$ cat src/rtl/pc_fetch_ctrl.sv
// pc_fetch_ctrl: fetch/execute/commit sequencer driving PC strobes and the mem_req handshake.
// Define PC_FETCH_WDOG_EN to enable the mem_ack watchdog and the FAULT state.
module pc_fetch_ctrl #(
  parameter int ACK_TIMEOUT = 15,
  parameter int CNT_W       = 4
) (
  input  logic       clk,
  input  logic       reset,
  input  logic       run,
  output logic       mem_req,
  input  logic       mem_ack,
  input  logic       instr_len,
  output logic       ir_load,
  output logic       op_load,
  output logic       exec_start,
  input  logic       exec_done,
  input  logic       br_take,
  input  logic       br_rel,
  output logic       pc_read,
  output logic       pc_rdp1,
  output logic       pc_write,
  output logic       pc_offset,
  output logic       pc_inc,
  output logic       busy,
  output logic       fault,
  output logic [2:0] state
);
  typedef enum logic [2:0] {IDLE, FETCH0, FETCH1, EXEC, WAIT, UPD, INC2, FAULT} state_t;
  state_t st, nxt;
  logic len_q, take_q, rel_q, wd_hit, fetch;
  assign fetch = st == FETCH0 || st == FETCH1;
  always_ff @(posedge clk or negedge reset)
    if (!reset) begin
      st     <= IDLE;
      len_q  <= 1'b0;
      take_q <= 1'b0;
      rel_q  <= 1'b0;
    end else begin
      st <= nxt;
      if (st == FETCH0 && mem_ack) len_q <= instr_len;
      if (st == WAIT && exec_done) begin
        take_q <= br_take;
        rel_q  <= br_rel;
      end
    end
  // A 2-word instruction only needs the second increment when it falls through.
  always_comb begin
    nxt = st;
    case (st)
      IDLE:    nxt = run ? FETCH0 : IDLE;
      FETCH0:  nxt = mem_ack ? (instr_len ? FETCH1 : EXEC) : (wd_hit ? FAULT : FETCH0);
      FETCH1:  nxt = mem_ack ? EXEC : (wd_hit ? FAULT : FETCH1);
      EXEC:    nxt = WAIT;
      WAIT:    nxt = exec_done ? UPD : WAIT;
      UPD:     nxt = (!take_q && len_q) ? INC2 : (run ? FETCH0 : IDLE);
      INC2:    nxt = run ? FETCH0 : IDLE;
      default: nxt = FAULT;
    endcase
  end
  assign mem_req    = fetch;
  assign pc_read    = st == FETCH0;
  assign pc_rdp1    = st == FETCH1;
  assign ir_load    = st == FETCH0 && mem_ack;
  assign op_load    = st == FETCH1 && mem_ack;
  assign exec_start = st == EXEC;
  assign pc_offset  = st == UPD && take_q && rel_q;
  assign pc_write   = st == UPD && take_q && !rel_q;
  assign pc_inc     = (st == UPD && !take_q) || st == INC2;
  assign busy       = st != IDLE && st != FAULT;
  assign state      = st;
`ifdef PC_FETCH_WDOG_EN
  logic [CNT_W-1:0] cnt;
  // Counts ack-less fetch cycles; an ack on the limit cycle still wins.
  always_ff @(posedge clk or negedge reset)
    if (!reset) cnt <= '0;
    else cnt <= (fetch && !mem_ack) ? cnt + 1'b1 : '0;
  assign wd_hit = fetch && cnt == CNT_W'(ACK_TIMEOUT - 1);
  assign fault  = st == FAULT;
`else
  logic [CNT_W-1:0] unused_cfg;
  assign unused_cfg = CNT_W'(ACK_TIMEOUT);
  assign wd_hit     = 1'b0;
  assign fault      = 1'b0;
`endif
endmodule

$ cat config.mk
export PLATFORM = sky130hd
export DESIGN_NAME = pc_fetch_ctrl
export DESIGN_NICKNAME = d
export VERILOG_FILES = /design/src/rtl/pc_fetch_ctrl.sv
export SDC_FILE = /design/constraint.sdc
export NUM_CORES = 1
export LEC_CHECK = 0
export BUFFER_PORTS_ARGS = -buffer_cell sky130_fd_sc_hd__buf_4
export CORE_AREA = 2 2 39 41
export DETAILED_ROUTE_END_ITERATION = 8
export DIE_AREA = 0 0 41 43
export GPL_ROUTABILITY_DRIVEN = 0
export PLACE_DENSITY_LB_ADDON = 0.12
export RECOVER_POWER = 100
export SYNTH_ARGS = -nofsm -noshare
export SYNTH_HDL_FRONTEND = slang
export SYNTH_SLANG_ARGS = --single-unit
export TNS_END_PERCENT = 10
$ cat constraint.sdc
create_clock -name clk -period 2.2 [get_ports clk]
set_clock_uncertainty 0.1 [all_clocks]
set_input_delay 0.44 -clock clk [delete_from_list [all_inputs] [get_ports clk]]
set_output_delay 0.44 -clock clk [all_outputs]
set_load 0.02 [all_outputs]
# Yosys cells after proc, flatten, opt, wreduce, memory -nomap -nowiden

Index checks and enable logic that the tools add are counted.

Logic and storage cells: 34
Input port bits: 8
Memories: 0
Bits in writable memories: 0
Memory bits (read-only): 0
Bits in latches: 0
Bits in registers: 6
Output and inout bits: 14

Shift-type cells: 0
Bitwise logic cells: 0
Div/mod/pow operators: 0
Order comparisons: 0
$mul: 0
Reduce and logical (&&, ||, !) cells: 16
$add $sub $neg: 0
Equal/unequal tests: 7
Muxes and demuxes: 7

Operators with widths:

| kind               | number |
|---|---|
| $pmux 3 s6         | 1 |
| $eq 3x3->1 const B | 3 |
| $logic_and 1x1->1  | 9 |
| $eq 3x2->1 const B | 2 |
| $mux 1             | 4 |
| $eq 3x1->1 const B | 1 |
| $logic_not 3->1    | 1 |
| $mux 3             | 1 |
| $ne 3x3->1 const B | 1 |
| $reduce_bool 3->1  | 1 |
| $logic_not 1->1    | 2 |
| $logic_or 1x1->1   | 2 |
| $mux 2             | 1 |
| $reduce_or 2->1    | 1 |

# Depth between registers and ports, before layout

Gate-level depths: netlist of the first run.

Depth in word-level cells: 4
Depth in mapped cells: 4
Depth with buffers taken out: 3

# Worst setup path after synthesis of the first run

Ideal clock, no wire load.

Kind: register -> output
Start: register st[0], in the netlist state[0]
End: output op_load
Data required time: 1660 ps
Cell stages (with the launch flop): 5
Data arrival time: 1403 ps
Path slack: 257 ps
Path through: dfrtp_1 > buf_2 > nand2b_1 > nor2_1 > and2_1

Longest elaborated chain between the ends: 2

RTL lines:

| item                     | line | RTL |
|---|---|---|
| start: declaration       | 29   | `state_t st, nxt;` |
| start signal: assignment | 39   | `st <= nxt;` |
| $eq 3x2->1               | --   |  |
| net pc_rdp1              | 20   | `output logic pc_rdp1,` |
| $logic_and 1x1->1        | 64   | `assign op_load = st == FETCH1 && mem_ack;` |
| end: declaration         | 14   | `output logic op_load,` |

The timed path passes the listed nets, and every way through them passes these cells.

# Final worst setup path of the first run

Start: register st[2], in the netlist state[2]
End: output pc_offset

Longest elaborated chain between the ends: 3

RTL lines:

| item                            | line | RTL |
|---|---|---|
| $eq 3x3->1                      | 66   | `assign pc_offset = st == UPD && take_q && rel_q;` |
| $logic_and 1x1->1 (2 in series) | 66   |  |
| end: declaration                | 22   | `output logic pc_offset,` |

Every way passes these cells.

==> results of run 1 <==
-- sequential cells by signal, indices dropped and copies added, names as in the netlist --
signal	count
take_q	1
state	3
len_q	1
rel_q	1
-- critical path, cell delays in order (launching register included) --
cell and delay [ns]:
dfrtp_1 0.62, nand3b_1 0.21, nor3_1 0.16, clkbuf_1 0.24
-- cells in the mapped netlist (all sizes together) (2+ instances only) --
| cell | instances | area [sq um] |
|---|---|---|
| mux2 | 3 | 33.8 |
| nor3 | 3 | 20.0 |
| dfrtp | 6 | 150 |
| and2 | 2 | 12.5 |
| buf | 4 | 25.0 |
| a21oi | 2 | 10.0 |
| mux2i | 2 | 20.0 |
| nand2b | 3 | 18.8 |
| inv | 3 | 11.3 |
| nand2 | 3 | 11.3 |
| nor2 | 3 | 11.3 |
| o21ai | 3 | 15.0 |
-- logic make-up after synthesis --
kind of cell | count (synthesis) | share of synthesized area (%)
other | 1 | 0.874
flip-flops | 6 | 35.0
AND/OR/NAND/NOR | 18 | 23.6
AO/OA/AOI/OAI | 10 | 15.5
XOR/XNOR | 2 | 4.08
buffers and inverters | 7 | 8.45
multiplexers | 5 | 12.5
-- what timing repair did --
| item | in CTS | in global routing |
|---|---|---|
| endpoints found under the hold margin | 6 | 0 |
| setup buffers | 0 | 0 |
| resized for setup | 0 | 0 |
| hold buffers | 1 | 0 |
-- final cells by class --
| cell class | count | area (sq um) | area share, % |
|---|---|---|---|
| clock buffer | 3 | 22.5 | 4.04 |
| inverter | 3 | 11.3 | 2.02 |
| multi-input combinational | 36 | 238 | 42.6 |
| sequential | 6 | 150 | 26.9 |
| tap | 16 | 20.0 | 3.59 |
| timing repair buffer | 21 | 116 | 20.9 |
-- where the power goes --
group	leakage, nW	switching, mW	internal [mW]
combinational	0.163	0.262	0.185
sequential	0.0739	0.0959	0.163
clock	0.0138	0.0340	0.0613
-- metrics by stage --
step	total power, mW	std cells	area [sq um]
final	0.800	85	558
after global routing	0.879	85	558
after CTS	0.887	85	607
after detailed placement	0.783	81	574
after global placement	0.787	81	574
after floorplan	0.611	49	429
-- path summary, 6_finish.rpt --
kind                            depth (start not counted)                  to          startpoint  slack, ns
worst max register to register                          3  take_q$_DFFE_PN0P_  state[2]$_DFF_PN0_       0.57
min in group asynchronous                               2  state[2]$_DFF_PN0_               reset       0.52
worst min-delay path                                    2   rel_q$_DFFE_PN0P_              br_rel       0.32
max in group asynchronous                               2   len_q$_DFFE_PN0P_               reset       1.23
worst min register to register                          1   len_q$_DFFE_PN0P_   len_q$_DFFE_PN0P_       0.38
worst max-delay path                                    3           pc_offset  state[2]$_DFF_PN0_       0.19
-- placed cells by master, fill, tap and decap left out, types with 2 or more instances in the layout --
cell and count:
a21oi_1 2, buf_4 8, clkbuf_1 11, clkbuf_4 3
dfrtp_1 6, inv_1 3, mux2_1 3, mux2i_1 2
nand2_1 3, nand2b_1 3, nor2_1 3, nor3_1 3
o21ai_0 3
-- routing by layer --
layer,GRT usage (%),vias up,share of wire (%)
li1,-,211,-
met1,16.0,173,46
met2,15.6,15,47
met3,4.71,0,7.2
met4,6.00,0,0
met5,0,-,0
==> results.ini, run 1 <==
[status]
status = finished, final reports clean

[power]
cellPowerDensity_nw_per_um2 = 1430
p_leak_nw = 0.251
vdd_drop_max_mv = 0.648

[drt]
wl_per_cell_um = 11.0
first_iter_violations = 2
viasPerCell = 4.69
ant_nets = 0
drt_wl_total_um = 933
first_pass_iters = 4
num_vias = 399
drcViolationCount = 0

[logic_synthesis]
synth_ff_type = dfrtp_1
syn_inst = 49
synthesis.nets = 57
synth_cell_types = 26
seq_area_frac_synth_pct = 35.0
synth-edff-count = 0
yosys_warnings = 0
async_flop_share_pct = 100
mappedNetlistArea_sq_um = 429
synth-seq-cells = 6
avgSynthCellArea_sq_um = 8.76

[clock_tree]
root_buffer = clkbuf_4
cts_max_path_buffers = 2
cts_tree = built
cts_buffers = 3
cts.sinks = 6
path_clk_slew_ns = 0.04
worstSkewPairLatency_ns = 0.23
htree_levels = 1

[die]
die_w_um = 41
std_cell_rows = 14
die_h_um = 43
initial_core_util_pct = 31.0
die_area_sq_um = 1760
ios = 22
core_sq_um = 1380

[timing]
finalCritPeriodShare_pct = 91.5
setup_ws_ns = 0.187
max_freq_mhz = 497
drv_slew = 0
setup_viol = 0
rsz0062_at_grt = false
hold_viol = 0
holdWs_ns = 0.319
fin_crit_ns = 2.01
fin_tns_setup_ns = 0

[grt]
grt_pass1_wl_mm = 1.39
grt_overflow = 0
grt_pass1_vias = 330
grt_usage_pct = 11.8
grt_start_max_net_pins = 17
antenna_found_initial = 0

[cells_and_area]
post-route-util_pct = 40.3
fill_cells = 165
drive_above_1_share_pct = 17.4
n_antenna_cell = 0
layout.nets = 79
syn2layout_area_growth_pct = 30.0

[place]
dp_hpwl_um = 724
io_buffers = 20
pre_cts_ws_ns = 0.474

[critical_path]
crit_path_start_kind = flop
cp_max_fo = 16
crit_type = flop to primary output
arrival_ns = 1.47
setup.worst_path.end_class = primary output
cp.required_ns = 1.66

[min_path]
min_path_type = input pin to flop

[flow_run]
maxCapViolCount = 0

No activity file was read; power rests on OpenSTA's default activity.
==> inputs of run 2 (changes only) <==
--- a/config.mk
+++ b/config.mk
@@ -10,7 +10,6 @@
 export DETAILED_ROUTE_END_ITERATION = 8
 export DIE_AREA = 0 0 41 43
 export GPL_ROUTABILITY_DRIVEN = 0
-export PLACE_DENSITY_LB_ADDON = 0.12
 export RECOVER_POWER = 100
 export SYNTH_ARGS = -nofsm -noshare
 export SYNTH_HDL_FRONTEND = slang
==> constraint.sdc (replaced) <==
create_clock -name clk -period 1.9 [get_ports clk]
set_clock_uncertainty 0.1 [all_clocks]
set_input_delay 0.38 -clock clk [delete_from_list [all_inputs] [get_ports clk]]
set_output_delay 0.38 -clock clk [all_outputs]
set_load 0.02 [all_outputs]
==> run 2 against run 1 <==
  * First-iteration DRC count up 100%
  * Via count increased by 6.0%
  * Non-clock buffer count up 2
  * Combinational power rose by 43%
  * Die area did not move
  * Sequential power is 21% higher
  * Cell area up 11%
  * Largest cell class unchanged
  * Cell count up 2.4%
  * Count of clock-buffer cells in the layout did not move
  * Sequential cell count did not move
  * Power is 33% higher
  * Worst setup slack got worse by 0.14 ns
==> results.ini, run 2 (synthesis gave the netlist of run 1 again) <==
[die]
die_w_um = 41  ; unchanged
initial_core_util_pct = 31.0  ; unchanged
die_h_um = 43  ; unchanged
core_sq_um = 1380  ; unchanged
ios = 22  ; unchanged
std_cell_rows = 14  ; unchanged
die_area_sq_um = 1760  ; unchanged

[cells_and_area]
largest_register_ffs = 3  ; unchanged
final_common_cell = buf_4  ; was clkbuf_1
n_antenna_cell = 0  ; unchanged
syn2layout_area_growth_pct = 44.9  ; was 30.0%
layout.nets = 81  ; was 79
fill_cells = 159  ; was 165
drive_above_1_share_pct = 39.4  ; was 17.4%
multi_input_area_sq_um = 243  ; was 238 sq um
regArea_sq_um = 154  ; was 150 sq um

[timing]
setup_viol = 0  ; unchanged
holdWs_ns = 0.250  ; was 0.319 ns
max_freq_mhz = 540
finalCritPeriodShare_pct = 97.4
setup_ws_ns = 0.0495  ; was 0.187 ns
fin_crit_ns = 1.85
hold_viol = 0  ; unchanged
drv_slew = 0  ; unchanged

[grt]
grt_usage_pct = 12.4  ; was 11.8%
antenna_found_initial = 0  ; unchanged
grt_start_max_net_pins = 17  ; unchanged
grt_pass1_vias = 331  ; was 330
grt_overflow = 0  ; unchanged
grt_pass1_wl_mm = 1.45  ; was 1.39 mm

[critical_path]
crit_type = flop to primary output  ; unchanged
cp.required_ns = 1.42  ; was 1.66 ns
setup.worst_path.end_class = primary output  ; unchanged
cp_max_fo = 12  ; was 16
r2r_end = take_q$_DFFE_PN0P_  ; unchanged
crit_path_start_kind = flop  ; unchanged
r2r_cells = 3  ; unchanged
arrival_ns = 1.37  ; was 1.47 ns
worst-r2r-setup-slack_ns = 0.44  ; was 0.57 ns
r2r_start = state[1]$_DFF_PN0_  ; was state[2]$_DFF_PN0_

[status]
status = finished, final reports clean  ; unchanged

[drt]
num_vias = 423  ; was 399
first_pass_iters = 4  ; unchanged
first_iter_violations = 4  ; was 2
wl_per_cell_um = 11.8  ; was 11.0 um
drt_wl_total_mm = 1.03  ; was 933 um
drcViolationCount = 0  ; unchanged
ant_nets = 0  ; unchanged
viasPerCell = 4.86  ; was 4.69

[clock_tree]
cts_max_path_buffers = 2  ; unchanged
root_buffer = clkbuf_4  ; unchanged
path_clk_slew_ns = 0.04  ; about the same
htree_levels = 1  ; unchanged
cts_tree = built  ; unchanged
cts.sinks = 6  ; unchanged
cts_buffers = 3  ; unchanged
worstSkewPairLatency_ns = 0.24  ; was 0.23 ns

[power]
p_leak_nw = 0.301  ; was 0.251 nW
cellPowerDensity_nw_per_um2 = 1710  ; was 1430 nW/um^2
power_mw = 1.06  ; was 0.800 mW
vdd_drop_max_mv = 0.688  ; was 0.648 mV

[place]
pre_cts_ws_ns = 0.226  ; was 0.474 ns
dp_hpwl_um = 724  ; about the same
io_buffers = 20  ; unchanged

[min_path]
holdPathStages = 2  ; unchanged
min_path_type = input pin to flop  ; unchanged
hold_end = rel_q$_DFFE_PN0P_  ; unchanged
hold_start = br_rel  ; unchanged

[flow_run]
maxCapViolCount = 0  ; unchanged

==> run 2: cell count changes in the layout (fill, tap and decap cells not counted) <==
cell      previous run  this run
nor3_1               3         2
o21ai_0              3         0
buf_4                8        21
clkbuf_2             1         0
clkbuf_1            11         1
nor3_2               0         1
dfrtp_2              0         3
and2_0               1         0
and2_1               1         2
dfrtp_1              6         3
o21ai_1              0         3
==> run 2: worst max-delay path by stage <==
stage                     endpoint  slack (ns)  cells past startpoint          startpoint
after CTS                     busy        0.04                      3  state[0]$_DFF_PN0_
after detailed placement    pc_inc        0.23                      4  state[1]$_DFF_PN0_
after global routing        pc_inc       -0.01                      4  state[1]$_DFF_PN0_
after floorplan            op_load        0.02                      4  state[0]$_DFF_PN0_
after global placement    pc_write        0.24                      3  state[2]$_DFF_PN0_
final                       pc_inc        0.05                      4  state[1]$_DFF_PN0_
==> run 2: per-layer routing <==
layer / vias to the layer above / GRT usage [%] / wire (um)
li1: 212 / - / -
met1: 198 / 16.2 / 440
met2: 13 / 17.5 / 512
met3: 0 / 6.28 / 76
met4: 0 / 4.00 / 0
met5: - / 0 / 0
==> run 2: worst max-delay path, cell delays in order, from the launching register on <==
cell	delay (ns)
dfrtp_2	0.48
nand2b_1	0.23
o21ai_1	0.15
and2_1	0.13
buf_4	0.13
==> run 2: metrics by stage <==
stage	std cells	setup TNS (ns)	util (%)	area (sq um)
3_3_place_gp	81	0	41.5	574
5_1_grt	87	-0.0125	44.9	622
2_1_floorplan	49	0	-	429
3_5_place_dp	81	0	41.5	574
6_report	87	0	44.9	622
4_1_cts	85	0	44.0	609
==> run 2: cell type report <==
cell class / count / share of cell area (%)
Tap cell: 16 / 3.22
Timing Repair Buffer: 23 / 27.6
Multi-Input combinational cell: 36 / 39.0
Clock buffer: 3 / 3.62
Sequential cell: 6 / 24.7
Inverter: 3 / 1.81
==> run 2: power breakdown <==
part / switching (mW) / total (mW) / internal [mW]
clock network: 0.0438 / 0.115 / 0.0713
logic: 0.327 / 0.637 / 0.310
registers: 0.116 / 0.311 / 0.194
total: 0.487 / 1.06 / 0.576
==> run 2: repair_timing <==
| item | in CTS | in global routing |
|---|---|---|
| buffers inserted | 0 | 2 |
| hold endpoints to repair | 6 | 0 |
| endpoints found under the setup margin | 5 | 4 |
| hold buffers | 1 | 0 |
| resized for setup | 2 | 1 |
